[src/rtl/matrix_loader.sv]
// matrix_loader: collects a stream of N*N A elements followed by N*N B
// elements (both row-major) and presents them as one packed A/B pair to a
// downstream multiplier. Framing errors (early or missing s_last) pulse err
// and discard the frame; after a missing last, beats are dropped until the
// next s_last resynchronises the stream.
//
// state   | meaning
// LOAD_A  | accepting A elements into slot idx
// LOAD_B  | accepting B elements into slot idx
// PRESENT | packed pair valid on m_a/m_b, waiting for m_ready
// DROP    | discarding beats until one carries s_last
module matrix_loader #(
  parameter int DW = 4,
  parameter int N  = 3
) (
  input  logic              clk,
  input  logic              rst_n,
  input  logic              s_valid,
  output logic              s_ready,
  input  logic [DW-1:0]     s_data,
  input  logic              s_last,
  output logic              m_valid,
  input  logic              m_ready,
  output logic [N*N*DW-1:0] m_a,
  output logic [N*N*DW-1:0] m_b,
  output logic              err
);

  localparam int NE = N * N;
  localparam int IW = (NE > 1) ? $clog2(NE) : 1;
  localparam int MW = NE * DW;

  typedef enum logic [1:0] {
    LOAD_A  = 2'd0,
    LOAD_B  = 2'd1,
    PRESENT = 2'd2,
    DROP    = 2'd3
  } state_t;

  state_t          state_q, state_d;
  logic [IW-1:0]   idx_q, idx_d;
  logic [MW-1:0]   a_buf_q, a_buf_d;
  logic [MW-1:0]   b_buf_q, b_buf_d;
  logic [MW-1:0]   m_a_q, m_a_d;
  logic [MW-1:0]   m_b_q, m_b_d;
  logic            err_q, err_d;

  logic            accept;
  logic            idx_last;
  int              slot_lsb;

  assign accept   = s_valid && s_ready;
  assign idx_last = (idx_q == IW'(NE - 1));
  // Element (0,0) sits in the most significant lane, so slot idx maps downward.
  assign slot_lsb = (NE - 1 - int'(idx_q)) * DW;

  // State register and datapath flops, synchronous active-low reset.
  always_ff @(posedge clk) begin
    if (!rst_n) begin
      state_q <= LOAD_A;
      idx_q   <= '0;
      a_buf_q <= '0;
      b_buf_q <= '0;
      m_a_q   <= '0;
      m_b_q   <= '0;
      err_q   <= 1'b0;
    end else begin
      state_q <= state_d;
      idx_q   <= idx_d;
      a_buf_q <= a_buf_d;
      b_buf_q <= b_buf_d;
      m_a_q   <= m_a_d;
      m_b_q   <= m_b_d;
      err_q   <= err_d;
    end
  end

  // Next-state, element storage and framing-error detection.
  always_comb begin
    state_d = state_q;
    idx_d   = idx_q;
    a_buf_d = a_buf_q;
    b_buf_d = b_buf_q;
    m_a_d   = m_a_q;
    m_b_d   = m_b_q;
    err_d   = 1'b0;
    case (state_q)
      LOAD_A: begin
        if (accept) begin
          a_buf_d[slot_lsb +: DW] = s_data;
          if (s_last) begin
            err_d   = 1'b1;
            state_d = LOAD_A;
            idx_d   = '0;
          end else if (idx_last) begin
            state_d = LOAD_B;
            idx_d   = '0;
          end else begin
            idx_d = idx_q + IW'(1);
          end
        end
      end
      LOAD_B: begin
        if (accept) begin
          b_buf_d[slot_lsb +: DW] = s_data;
          if (idx_last) begin
            idx_d = '0;
            if (s_last) begin
              // Outputs are only loaded here, so they hold across consumption.
              state_d = PRESENT;
              m_a_d   = a_buf_q;
              m_b_d   = b_buf_d;
            end else begin
              err_d   = 1'b1;
              state_d = DROP;
            end
          end else if (s_last) begin
            err_d   = 1'b1;
            state_d = LOAD_A;
            idx_d   = '0;
          end else begin
            idx_d = idx_q + IW'(1);
          end
        end
      end
      PRESENT: begin
        if (m_ready) begin
          state_d = LOAD_A;
          idx_d   = '0;
        end
      end
      DROP: begin
        if (accept && s_last) begin
          state_d = LOAD_A;
          idx_d   = '0;
        end
      end
      default: begin
        state_d = LOAD_A;
        idx_d   = '0;
      end
    endcase
  end

  // Handshake outputs decoded from the current state.
  always_comb begin
    s_ready = rst_n && (state_q != PRESENT);
    m_valid = (state_q == PRESENT);
  end

  assign m_a = m_a_q;
  assign m_b = m_b_q;
  assign err = err_q;

endmodule
[config.mk]
export PLATFORM = sky130hd
export DESIGN_NAME = matrix_loader
export DESIGN_NICKNAME = d
export VERILOG_FILES = /design/src/rtl/matrix_loader.sv
export SDC_FILE = /design/constraint.sdc
export NUM_CORES = 1
export LEC_CHECK = 0
export ABC_AREA = 1
export BUFFER_PORTS_ARGS = -buffer_cell sky130_fd_sc_hd__clkbuf_2
export CAP_MARGIN = 20
export CORE_MARGIN = 10
export CORE_UTILIZATION = 37
export CTS_CLUSTER_DIAMETER = 200
export DETAILED_ROUTE_END_ITERATION = 10
export PLACE_DENSITY = 0.57
export SETUP_SLACK_MARGIN = 0.05
export SLEW_MARGIN = 10
export SYNTH_ARGS = -nofsm -noshare
export SYNTH_HDL_FRONTEND = slang
export SYNTH_SLANG_ARGS = --single-unit
export TNS_END_PERCENT = 50
[constraint.sdc]
create_clock -name clk -period 6.05 [get_ports clk]
set_clock_uncertainty 0.15 [all_clocks]
set_input_delay 1.21 -clock clk [delete_from_list [all_inputs] [get_ports clk]]
set_output_delay 1.21 -clock clk [all_outputs]
set_load 0.1 [all_outputs]
Word level (Yosys, flattened, before mapping). Index checks and enable logic that the tools add are counted.

Memory bits (writable): 0. Latch bits: 0. ROM bits: 0. Input port bits: 9. Logic and storage cells: 59. Register bits after elaboration: 151. Output and inout bits: 75. Memories kept: 0.

Reductions and logical operators: 9. Multipliers: 0. Multiplexer cells: 27. Div/mod/pow operators: 0. Add/subtract/negate cells: 3. $lt $le $gt $ge: 0. Equality and inequality tests: 11. Bitwise gates (word level): 0. Shifts and indexed selects: 2.

Operator list (count): $bwmux W36 (2); $shift A4 B33 Y36 const A (1); $shiftx A4 B33 Y36 (1); $neg A7 Y33 (1); $mux W4 (8); $mux W2 (8); $pmux W4 S4 (1); $ne A2 B2 Y1 const B (4); $pmux W2 S4 (1); $reduce_and A4 Y1 (2); $mux W1 (6); $ne A3 B3 Y1 const B (2); $reduce_and A6 Y1 (1); $sub A4 B4 Y5 const A (1); $add A4 B1 Y4 const B (1); $eq A2 B2 Y1 const B (2); $eq A4 B4 Y1 const B (1); $reduce_and A2 Y1 (2); $logic_and A1 B1 Y1 (3); $eq A2 B1 Y1 const B (1); $logic_not A2 Y1 (1); $ne A2 B1 Y1 const B (1); $pmux W1 S2 (1).

Depth between registers and ports, before layout.
Depth in word-level cells: 6. Depth in mapped cells: 21. Gate-level depth less buffers: 21.

Least setup slack after synthesis. Ideal clock, no wire load.

Path type: input to output. From: in rst_n. To: out s_ready. Slack: 2.837 ns. Stages: 2. Required time: 4.690 ns. Arrival time: 1.853 ns. Buffers on the path: 0. Path through: nand2_1 -> inv_1.

Longest elaborated chain between the ends: 1.

Ends and longest elaborated chain: from (decl) (line 17) `input logic rst_n,`; $logic_and A1 B1 Y1 (line 147) `s_ready = rst_n && (state_q != PRESENT);`; to (decl) (line 19) `output logic s_ready,`.

No other way between the ends.

Worst setup path in the final report. Same ends and word-level chain as after synthesis.

==> flow_summary.toml <==
[placed_design]
placed_cells = 1248
gp_congestion = 0.848
portBuffers = 83
dpl_cell_area_mm2 = 0.00748
dp_hpwl_um = 12200

[final_layout]
drive_above_1_share_pct = 16.0
fin_area_mm2 = 0.00812
syn_to_final_growth_pct = 17.2
finalNonFillerCells = 1280
antennaDiodeCount = 0
nets = 1056

[synth]
synth_top_family_by_area = "simple AND/OR/NAND/NOR gates"
synth_most_common_cell = "nand2_1"
synth-xor-area-share_pct = 0
synth_edf_count = 0
postSynthAreaPerCell_um2 = 7.11
yosysTopAreaCellShare_pct = 43.6
yosysWarningCount = 0
synth_mux_area_share_pct = 0
ys_seq_area_share_pct = 43.6
async_flop_share_pct = 0
netlist_area_mm2 = 0.00693
syn-num-nets = 993
synth_largest_area_cell = "dfxtp_1"
synth-simple-area-share_pct = 32.7
synth.distinct_cells = 33
synth_top_flop_cell = "dfxtp_1"
synthTopCellsByCount = "175 x nand2_1, 170 x nor2_1, 151 x dfxtp_1"
synth-adder-area-share_pct = 1.62
synth_seq_cells = 151
synthCells = 975
synth_compound_area_share_pct = 13.3
synth_area_leaders = "dfxtp_1 44%, nand2_1 9.5%, nor2_1 9.2%"

[timing]
setup_viol_count_final = 0
slew_headroom_pct = 50.2
tightest_slew_ns = 0.747
timing.final.crit_share_pct = 61.5
tns_ns = 0
drv_slew = 0
rsz0062_at_grt = "false"
finalHoldViolCount = 0
timing.fmax_ghz = 0.269
holdWs_ns = 0.306
period_needed_ns = 3.72

[grt]
grt_pass1_wl_um = 29600
grt_overflow = 0
grt_use_total_pct = 14.8
grt_max_degree = 67
grt_pass1_vias = 5861
antenna_found_initial = 0

[clock_network]
htree_num_levels = 4
cts_made_buffers = 17
cts_tree = "done"
hold_buffers = 0
cts_num_sinks = 151
path_clk_slew_ns = 0.07
cts_root_buf = "clkbuf_16"
clkLatencyLatePin_ns = 0.43
cts_buffer_depth = 2
postCtsSetupBuffers = 0
ctsResizeCount = 0

[pwr]
p_leak_uw = 0.00366
power_density_mw_per_mm2 = 297
vdd_ir_drop_max_mv = 0.217

[die]
io_pins = 84
std_cell_rows = 49
die_w_um = 157
die_area_mm2 = 0.0246
die_h_um = 157
initial_core_util_pct = 38.1
core-area_mm2 = 0.0182

[run_status]
status = "complete, no violations"

[routing]
routedWlPerCell_um = 13.8
remaining_drc_errors = 0
routed_via_density = 4.84
drtIter0Drc = 481
drt_wl_total_um = 17600
firstDrtPassIters = 5
vias = 6192
ant_nets = 0

[setup_path]
cp_cell_sequence = "buf_2 -> buf_4 -> nand2_1 -> inv_1 -> clkbuf_2"
slowest_delay_ns = 0.45
start_kind = "input pin"
required_ns = 4.69
worst-setup-path-type = "in -> out"
crit_path_end_kind = "primary output"
rrSetupSlack_ns = 2.36
critPathSlowestCell = "clkbuf_2"
cp_data_arrival_time_ns = 2.36
critPathMaxFanout = 59

[min_path]
hold_path.class = "reg -> reg"

[flow_run]
maxCapViolations = 0
stage by stage:
stage          power, uW  utilization [%]  setup slack, ns
6_report            2410             44.6             2.33
5_1_grt             2510             44.6             1.97
4_1_cts             2440             44.6             2.31
3_5_place_dp        1280             41.1             2.14
3_3_place_gp        1280             41.1             2.20
2_1_floorplan       1220                -             2.84
critical path, delay by kind of cell:
family / cells / cell delay [ns]
buffers and inverters: 4 / 1.02
and+or+nand+nor: 1 / 0.13
final timing paths:
kind | startpoint | end | cells past startpoint
hold / removal | a_buf_q[1] | m_a[1] | 2
hold reg to reg | a_buf_q[1] | m_a[1] | 2
setup reg to reg | idx_q[0] | m_b[35] | 20
setup / recovery | rst_n | s_ready | 5
layer usage:
metal | global-route usage, % | share of wire (%)
met2 | 23.5 | 44
met1 | 19.3 | 49
met3 | 3.81 | 5.4
met4 | 4.49 | 1.3
met5 | 0 | 0
logic make-up after synthesis:
kind of cell / Yosys count
buffers and inverters: 152
flip-flops: 151
AND/OR/NAND/NOR: 498
adder cells (fa/ha/maj): 9
AO/OA/AOI/OAI: 165
power breakdown:
| part | leakage [uW] | internal (uW) | total (uW) | switching [uW] |
|---|---|---|---|---|
| clock | 0.000307 | 701 | 1150 | 453 |
| combinational | 0.00214 | 58.4 | 251 | 193 |
| sequential | 0.00122 | 1000 | 1010 | 4.82 |
| total | 0.00366 | 1760 | 2410 | 650 |
layout make-up:
| cell class | instances | area, um^2 |
|---|---|---|
| clock buffer | 17 | 425 |
| clock inverter | 15 | 216 |
| fill | 1894 | 10100 |
| inverter | 104 | 392 |
| multi-input combinational | 672 | 3300 |
| sequential | 151 | 3020 |
| tap | 229 | 287 |
| timing repair buffer | 92 | 483 |
flip-flops by register name, summed over array words and instances, names as in the netlist:
register,cells
a_buf_q,36
m_b,36
state_q,2
b_buf_q,36
idx_q,4
err,1
m_a,36
layout by cell type, fill, tap and decap left out, drive strengths merged:
master / Yosys / layout
o21a: 22 / 22
buf: 20 / 10
o221a: 1 / 1
o21ai: 72 / 72
nor3: 3 / 3
bufinv: 0 / 4
clkinv: 1 / 5
a21oi: 58 / 58
dfxtp: 151 / 151
nand4: 5 / 5
nand3: 114 / 114
nand3b: 5 / 5
nand2: 185 / 185
ha: 9 / 9
clkbuf: 28 / 99
a22o: 1 / 1
clkinvlp: 0 / 2
nor4: 1 / 1
o21bai: 11 / 11
nor2: 185 / 185
inv: 103 / 108
No activity file was read; power rests on OpenSTA's default activity.
